<file path="config.mk">
export PLATFORM = sky130hd
export DESIGN_NAME = znd_rcv
export DESIGN_NICKNAME = d
export VERILOG_FILES = /design/src/rtl/znd_rcv.sv
export SDC_FILE = /design/constraint.sdc
export NUM_CORES = 1
export LEC_CHECK = 0
export ABC_AREA = 1
export CORE_UTILIZATION = 44
export CTS_BUF_LIST = sky130_fd_sc_hd__clkbuf_8 sky130_fd_sc_hd__clkbuf_16
export CTS_CLUSTER_SIZE = 25
export DETAILED_ROUTE_END_ITERATION = 8
export GPL_TIMING_DRIVEN = 1
export PLACE_DENSITY = 0.69
export SYNTH_ARGS = -nofsm -noshare
export SYNTH_HDL_FRONTEND = slang
export SYNTH_SLANG_ARGS = --single-unit
</file>
<file path="constraint.sdc">
create_clock -name clk20 -period 8.4 [get_ports clk20]
set_input_delay 1.26 -clock clk20 [delete_from_list [all_inputs] [get_ports clk20]]
set_output_delay 1.26 -clock clk20 [all_outputs]
set_load 0.05 [all_outputs]
</file>
<file path="src/rtl/znd_rcv.sv">
// znd_rcv - echo-receive sequencer.
//
// A fire strobe opens a receive window on the fired channel. The block waits
// rcv_delay blanking cycles, then captures rcv_len groups of (dec+1) rectified
// ADC samples. It reduces each group to its peak and streams the peaks out on a
// valid/ready port. It also records the index of the first peak >= thr
// (time of flight). msync_n aborts and re-arms the block.
//
// Ports:
//   clk20, res_n            clock, synchronous active-low reset
//   msync_n                 master sync (active-low), aborts to IDLE
//   fire_n, fire_ch         one-cycle fire strobe and its channel
//   adc_data                rectified sample, one per clk20
//   rcv_delay, rcv_len, dec, thr   window configuration (change only in IDLE)
//   out_valid/out_ready, out_data, out_ch, out_idx, out_last   peak stream
//   tof, tof_vld            time-of-flight result
//   busy, ovf, miss         status: active, dropped word, fire while busy
module znd_rcv #(
    parameter int ADC_W = 10,
    parameter int DLY_W = 16,
    parameter int LEN_W = 10
) (
    input  logic             clk20,
    input  logic             res_n,
    input  logic             msync_n,
    input  logic             fire_n,
    input  logic [1:0]       fire_ch,
    input  logic [ADC_W-1:0] adc_data,
    input  logic [DLY_W-1:0] rcv_delay,
    input  logic [LEN_W-1:0] rcv_len,
    input  logic [3:0]       dec,
    input  logic [ADC_W-1:0] thr,
    output logic             out_valid,
    input  logic             out_ready,
    output logic [ADC_W-1:0] out_data,
    output logic [1:0]       out_ch,
    output logic [LEN_W-1:0] out_idx,
    output logic             out_last,
    output logic [LEN_W-1:0] tof,
    output logic             tof_vld,
    output logic             busy,
    output logic             ovf,
    output logic             miss
);

    typedef enum logic [1:0] {IDLE, BLANK, ACQ} state_t;

    state_t           state, state_nx;
    logic [DLY_W-1:0] dly_cnt;
    logic [3:0]       smp_cnt;
    logic [LEN_W-1:0] idx;
    logic [ADC_W-1:0] peak;
    logic [1:0]       cur_ch;

    logic             accept;
    logic             grp_close;
    logic             win_end;
    logic             can_load;
    logic [ADC_W-1:0] pk_nx;

    assign busy      = (state != IDLE);
    assign accept    = (state == IDLE) && !fire_n && (rcv_len != '0);
    assign grp_close = (state == ACQ) && (smp_cnt == dec);
    assign win_end   = grp_close && (idx == rcv_len - 1'b1);
    // Output register is free if empty or being drained on this same edge.
    assign can_load  = !out_valid || out_ready;
    // First sample of a group loads the peak; later ones take the max.
    assign pk_nx     = ((smp_cnt == '0) || (adc_data > peak)) ? adc_data : peak;

    always_ff @(posedge clk20) begin
        if (!res_n) state <= IDLE;
        else        state <= state_nx;
    end

    always_comb begin
        state_nx = state;
        case (state)
            IDLE:    if (accept) state_nx = (rcv_delay != '0) ? BLANK : ACQ;
            BLANK:   if (dly_cnt == rcv_delay - 1'b1) state_nx = ACQ;
            ACQ:     if (win_end) state_nx = IDLE;
            default: state_nx = IDLE;
        endcase
        if (!msync_n) state_nx = IDLE;
    end

    always_ff @(posedge clk20) begin
        if (!res_n) begin
            dly_cnt   <= '0;
            smp_cnt   <= '0;
            idx       <= '0;
            peak      <= '0;
            cur_ch    <= '0;
            out_valid <= 1'b0;
            out_data  <= '0;
            out_ch    <= '0;
            out_idx   <= '0;
            out_last  <= 1'b0;
            tof       <= '0;
            tof_vld   <= 1'b0;
            ovf       <= 1'b0;
            miss      <= 1'b0;
        end else if (!msync_n) begin
            dly_cnt   <= '0;
            smp_cnt   <= '0;
            idx       <= '0;
            out_valid <= 1'b0;
            tof_vld   <= 1'b0;
            ovf       <= 1'b0;
            miss      <= 1'b0;
        end else begin
            if (out_valid && out_ready) out_valid <= 1'b0;
            // Includes the edge where ACQ ends: still busy on that edge.
            if (!fire_n && busy) miss <= 1'b1;
            case (state)
                IDLE: if (accept) begin
                    cur_ch  <= fire_ch;
                    tof_vld <= 1'b0;
                    dly_cnt <= '0;
                    smp_cnt <= '0;
                    idx     <= '0;
                end
                BLANK: dly_cnt <= dly_cnt + 1'b1;
                ACQ: begin
                    peak <= pk_nx;
                    if (grp_close) begin
                        smp_cnt <= '0;
                        idx     <= idx + 1'b1;
                        if (can_load) begin
                            out_valid <= 1'b1;
                            out_data  <= pk_nx;
                            out_ch    <= cur_ch;
                            out_idx   <= idx;
                            out_last  <= win_end;
                        end else begin
                            ovf <= 1'b1;
                        end
                        // tof_vld is cleared at fire, so it marks "already found".
                        if (!tof_vld && (pk_nx >= thr)) begin
                            tof     <= idx;
                            tof_vld <= 1'b1;
                        end
                    end else begin
                        smp_cnt <= smp_cnt + 1'b1;
                    end
                end
                default: ;
            endcase
        end
    end

endmodule
</file>
### Word level (Yosys, flattened, before mapping)

Index checks and enable logic that the tools add are counted.

| word-level totals | value |
|---|---|
| bits in registers | 81 |
| bits of input ports | 57 |
| output and inout bits | 38 |
| logic and storage cells | 85 |

| operators by class | value |
|---|---|
| add/sub/neg operators | 5 |
| magnitude comparators | 2 |
| equal/unequal tests | 10 |
| mux-type cells | 22 |
| bitwise logic cells | 1 |
| reduce and logical (&&, ||, !) cells | 30 |

Operators with widths:

| cell | count |
|---|---|
| $pmux W16 S2 | 1 |
| $mux W10 | 3 |
| $pmux W10 S2 | 1 |
| $add A16 B1 Y16 const B | 1 |
| $eq A16 B16 Y1 | 1 |
| $mux W16 | 1 |
| $reduce_bool A16 Y1 | 1 |
| $sub A16 B1 Y16 const B | 1 |
| $reduce_and A3 Y1 | 4 |
| $reduce_and A4 Y1 | 3 |
| $add A10 B1 Y10 const B | 1 |
| $eq A10 B10 Y1 | 1 |
| $ge A10 B10 Y1 | 1 |
| $gt A10 B10 Y1 | 1 |
| $reduce_bool A10 Y1 | 1 |
| $sub A10 B1 Y10 const B | 1 |
| $mux W2 | 4 |
| $mux W4 | 2 |
| $ne A2 B2 Y1 const B | 4 |
| $pmux W4 S2 | 1 |
| $reduce_and A2 Y1 | 4 |
| $logic_and A1 B1 Y1 | 7 |
| $mux W1 | 7 |
| $pmux W2 S3 | 1 |
| 12 further kinds | 17 |

### Depth between registers and ports, before layout

| depth | value |
|---|---|
| depth after elaboration | 8 |
| gate-level depth with buffers | 20 |
| gate-level depth less buffers | 19 |

### Worst setup path after synthesis

No wires, ideal clock.

| timing | value |
|---|---|
| path type | input -> register |
| start | input port adc_data[9] |
| end | register tof[0] |
| library setup time | 0.128 ns |
| arrival | 3.678 ns |
| required time | 8.272 ns |
| slack | 4.594 ns |
| stages | 18 |
| path buffers | 2 |
| cells stage by stage | ha_1 > nand4_1 > nor3_1 > o21ai_0 > o211ai_1 > nand2_1 > nand2_1 > buf_2 > nand2_1 > o21ai_0 > ha_1 > a21oi_1 > nor2_1 > a211oi_1 > nand4_1 > nand3_1 > clkbuf_1 > a21oi_1 |

| between the ends | value |
|---|---|
| word-level cells in the longest chain between the ends | 6 |

Ends and longest elaborated chain:

| element | line | text |
|---|---|---|
| start: declaration | 28 | `input logic [ADC_W-1:0] adc_data,` |
| $gt A10 B10 Y1 | 68 | `assign pk_nx = ((smp_cnt == '0) \|\| (adc_data > peak)) ? adc_data : peak;` |
| $logic_or A1 B1 Y1 | 68 |  |
| $mux W10 | 68 |  |
| net pk_nx[7] | 59 | `logic [ADC_W-1:0] pk_nx;` |
| $ge A10 B10 Y1 | 138 | `if (!tof_vld && (pk_nx >= thr)) begin` |
| $logic_and A1 B1 Y1 | 138 |  |
| $reduce_and A4 Y1 (no source line) | -- |  |
| end signal: assignment | 139 | `tof <= idx;` |
| end: declaration | 39 | `output logic [LEN_W-1:0] tof,` |

The timed path passes the listed nets, and every way through them passes these cells.
A chain may end at the register's enable or synchronous reset.

### Worst setup path in the final report

| timing | value |
|---|---|
| start | input port adc_data[7] |
| end | register tof[3] |

Same word-level chain as after synthesis.

==> summary.md <==
| Metric | Value |
|---|---|
| FMAX | slightly above 200 MHz |
| Tot Pwr | slightly above 0.9 mW |
| Starting Density | 45.2% |
| Mapped Area | 5160 µm² |
| Pre-antenna DRT Iters | 4 |
| Sw frac | between 20% and 30% |
| Dpl cells | 1032 |
| Worst Setup SP | adc_data[7] |
| Number of remaining DRC errors | 0 |
| GRT overflow | 0 |
| Maximum clock path buffer count | 2 |
| Wirelength per Cell | between 10 and 15 µm |
| Vias per cell | just under 5 |
| # diodes | 0 |
| Async S/R FF share, synth | 0% |
| RSZ-0062 raised after global routing | no |
| P_sw | around 0.26 mW |
| Sequential cell area | 1620 µm² |
| Syn avg cell area | around 6.3 µm² |
| Total number of vias | about 5100 |
| Drt total wl | around 13000 µm |
| Worst slew margin | between 40% and 50% |
| Count leader, synth | nand2_1 |
| DIE WIDTH | ~110 µm |
| Comb pwr share | ~16% |
| PostCTS Resize Cnt | 0 |
| Final slew viol count | 0 |
| Latest clock arrival within the worst-skew pair | 0.34 ns |
| Area Growth Syn to Fin | 25.8% |
| Post-DP HPWL | 10100 µm |
| Share of cells above drive strength 1 | under 10% |
| Vias in the first global route | between 4000 and 5000 |
| Post-Place Cell Area | between 6000 and 7000 µm² |
| R2r endpoint | tof[3]$_SDFFE_PN0P_ |
| Seq/Total Area, Yosys | about a third |
| CTS root buf | clkbuf_16 |
| Yosys top cell by area | dfxtp_1 |
| CTS tree | built |
| Initial antenna violation count | 0 |
| Routability Congestion | ~0.85 |
| Die area | roughly 12000 µm² |
| Leak pwr | about 2.8 nW |
| Hold crit path type | reg -> reg |
| Synth cell types | 36 |
| Worst VDD drop | roughly 0.00010 V |
| Global-route wire length before repair | roughly 21000 µm |
| Pint | between 0.6 and 0.7 mW |
| Setup crit end kind | flop |
| Max-cap violations | 0 |
| Hold path depth | 2 |
| CTS buffer count | 9 |
| Top Ports | between 90 and 100 |
| Part of the cycle the worst path needs | about three fifths |
| Ys Warns | 0 |
| Share of power burned in registers | 42.2% |
| Cell Count, Final, Fillers Out | approximately 1000 |
| Status | completed |
| Crit Reg-Reg Startpoint | peak[9]$_SDFFE_PN0P_ |
| # fillers | between 1000 and 1500 |
| Reg2Reg Setup Slack | 4.52 ns |
| #FFs+latches synth | 81 |
| CP startpoint kind | primary input |
| Clock skew | between 0.007 and 0.008 ns |
| Crit-path max FO | 20 |
| Post-synth EDFFs | 0 |
| Global-route usage over all layers | a little under a quarter |
| # Post-CTS Setup Buffers | 0 |
| Final setup vio count | 0 |
| Clock Power Share | a little over two fifths |
| Final Critical Period | just under 5 ns |
| Most frequent cells after synthesis | 190 x nand2_1, 130 x inv_1, 102 x nor2_1, 81 x dfxtp_1, 67 x a21oi_1 |
| Htree depth | 3 |
| Core Area | ~11000 µm² |
| Worst Max-Slew Pin Slew | 0.837 ns |
| Ranking of synthesized cells by area | dfxtp_1 31%, nand2_1 14%, inv_1 9.5%, nor2_1 7.4%, ha_1 6.6% |
| Hold Buf Count CTS | 0 |
| Design area | 6490 µm² |
| Setup CP Type | in -> reg |
| Buffers added on ports | 94 |
| Final setup TNS | 0 ns |
| Clock Sinks | between 80 and 90 |
| Hold Crit Start | tof[5]$_SDFFE_PN0P_ |
| Post-synth net total | 898 |
| Die height | around 110 µm |
| Largest net degree at the start of global routing | 35 |
| Power per cell area | 143 nW/µm² |
| Rows | 39 |
| Critical Path AT | slightly above 5 ns |
| Worst Path Required | ~8.6 ns |
| Post-DRT Antenna Nets | 0 |
| Ys flop type | dfxtp_1 |
| Reg clk slew, reported paths | ~0.070 ns |
| Cells after Synth | between 800 and 900 |
| Area fraction of the dominant cell type after synthesis | about a third |
| Hold EP | tof[5]$_SDFFE_PN0P_ |
| Nets@finish | about 980 |
| Area taken by multi-input logic gates | 2920 µm² |
| Final hold vios | 0 |
| Initial detailed-routing violation count | 308 |
| FF-to-FF path depth | 17 |
==> sequential cells by signal, indices dropped and copies added (netlist names), 4 cells and up <==
signal and flops:
out_idx 10, smp_cnt 4, out_data 10, idx 10
dly_cnt 16, peak 10, tof 10
==> per-stage QoR <==
stage	utilization [%]	worst slack [ns]	hold slack [ns]
final	56.8	3.52	0.449
after global routing	56.8	3.01	0.482
after CTS	56.8	3.55	0.450
after detailed placement	54.3	3.18	0.440
after global placement	54.3	3.28	0.438
after floorplan	-	4.59	0.430
==> cell usage in the layout, fill, tap and decap left out, types with 2 or more instances in the layout <==
| master | Yosys | routed |
|---|---|---|
| a211oi_1 | 5 | 5 |
| clkbuf_16 | 0 | 9 |
| a21oi_2 | 2 | 2 |
| nand2_2 | 2 | 2 |
| inv_6 | 0 | 4 |
| nor2_4 | 4 | 4 |
| inv_1 | 130 | 130 |
| nand2_1 | 190 | 190 |
| or2_2 | 2 | 2 |
| o21ai_0 | 65 | 65 |
| a221oi_1 | 2 | 2 |
| inv_2 | 10 | 10 |
| xnor2_1 | 5 | 5 |
| o211ai_1 | 3 | 3 |
| a21oi_1 | 67 | 67 |
| nor3_1 | 8 | 8 |
| o21a_1 | 2 | 2 |
| clkdlybuf4s50_1 | 0 | 94 |
| nand3_2 | 3 | 3 |
| o21ai_1 | 6 | 6 |
| nand4_1 | 8 | 8 |
| nor2_2 | 3 | 3 |
| o31ai_1 | 2 | 2 |
| nor2_1 | 102 | 102 |
| nand3_1 | 37 | 37 |
| ha_1 | 27 | 27 |
| nor4_1 | 5 | 5 |
| dfxtp_1 | 81 | 81 |
| xor2_1 | 15 | 15 |
| nand3b_1 | 3 | 3 |
==> worst max-delay path by stage <==
stage / depth (start not counted) / slack (ns) / to
after floorplan: 18 / 4.59 / tof[0]$_SDFFE_PN0P_
after global placement: 17 / 3.28 / tof[5]$_SDFFE_PN0P_
after detailed placement: 17 / 3.18 / tof[1]$_SDFFE_PN0P_
after CTS: 17 / 3.55 / tof[3]$_SDFFE_PN0P_
after global routing: 17 / 3.01 / tof[3]$_SDFFE_PN0P_
final: 17 / 3.52 / tof[3]$_SDFFE_PN0P_
==> critical path, cell delays in order <==
cell             delay [ns]
clkdlybuf4s50_1        0.45
ha_1                   0.32
nand4_1                0.11
nor3_1                 0.22
o21ai_0                0.13
o211ai_1               0.11
nand2_1                0.08
nand2_1                0.39
o21ai_0                0.29
ha_1                   0.34
nand2_1                0.07
nor4_1                 0.25
nand3_1                0.10
nand4_1                0.12
nand3_1                0.45
o21ai_0                0.33
a21oi_1                0.07
==> power groups by stage <==
| stage | registers (mW) | logic (mW) | clock network, mW |
|---|---|---|---|
| 2_1_floorplan | 0.404 | 0.0888 | 0 |
| 3_3_place_gp | 0.401 | 0.147 | 0 |
| 3_5_place_dp | 0.401 | 0.148 | 0 |
| 4_1_cts | 0.392 | 0.149 | 0.393 |
| 5_1_grt | 0.393 | 0.169 | 0.413 |
| 6_report | 0.392 | 0.149 | 0.387 |
==> cells by family (layout without fill, tap and decap cells) <==
| family | Yosys count | in the layout | share of synthesized area, % |
|---|---|---|---|
| xor+xnor | 20 | 20 | 3.40 |
| compound gates | 157 | 157 | 16.4 |
| buf+inv | 160 | 251 | 11.8 |
| simple gates | 369 | 369 | 30.4 |
| flops | 81 | 81 | 31.4 |
| fa+ha+maj | 27 | 27 | 6.55 |
==> routing by layer <==
| layer | track usage (%) | wire length, µm | vias to the layer above |
|---|---|---|---|
| met3 | 4.59 | 455 | 8 |
| met5 | 0 | 0 | - |
| met2 | 35.4 | 5820 | 102 |
| li1 | - | - | 2755 |
| met1 | 32.1 | 6730 | 2203 |
| met4 | 4.79 | 110 | 0 |
==> layout make-up <==
type / count / share of cell area, %
Tap cell: 143 / 2.76
Timing Repair Buffer: 94 / 14.5
Multi-Input combinational cell: 573 / 45.1
Inverter: 141 / 8.16
Clock inverter: 6 / 0.829
Sequential cell: 81 / 25.0
Clock buffer: 10 / 3.68
No activity file was read; power rests on OpenSTA's default activity.
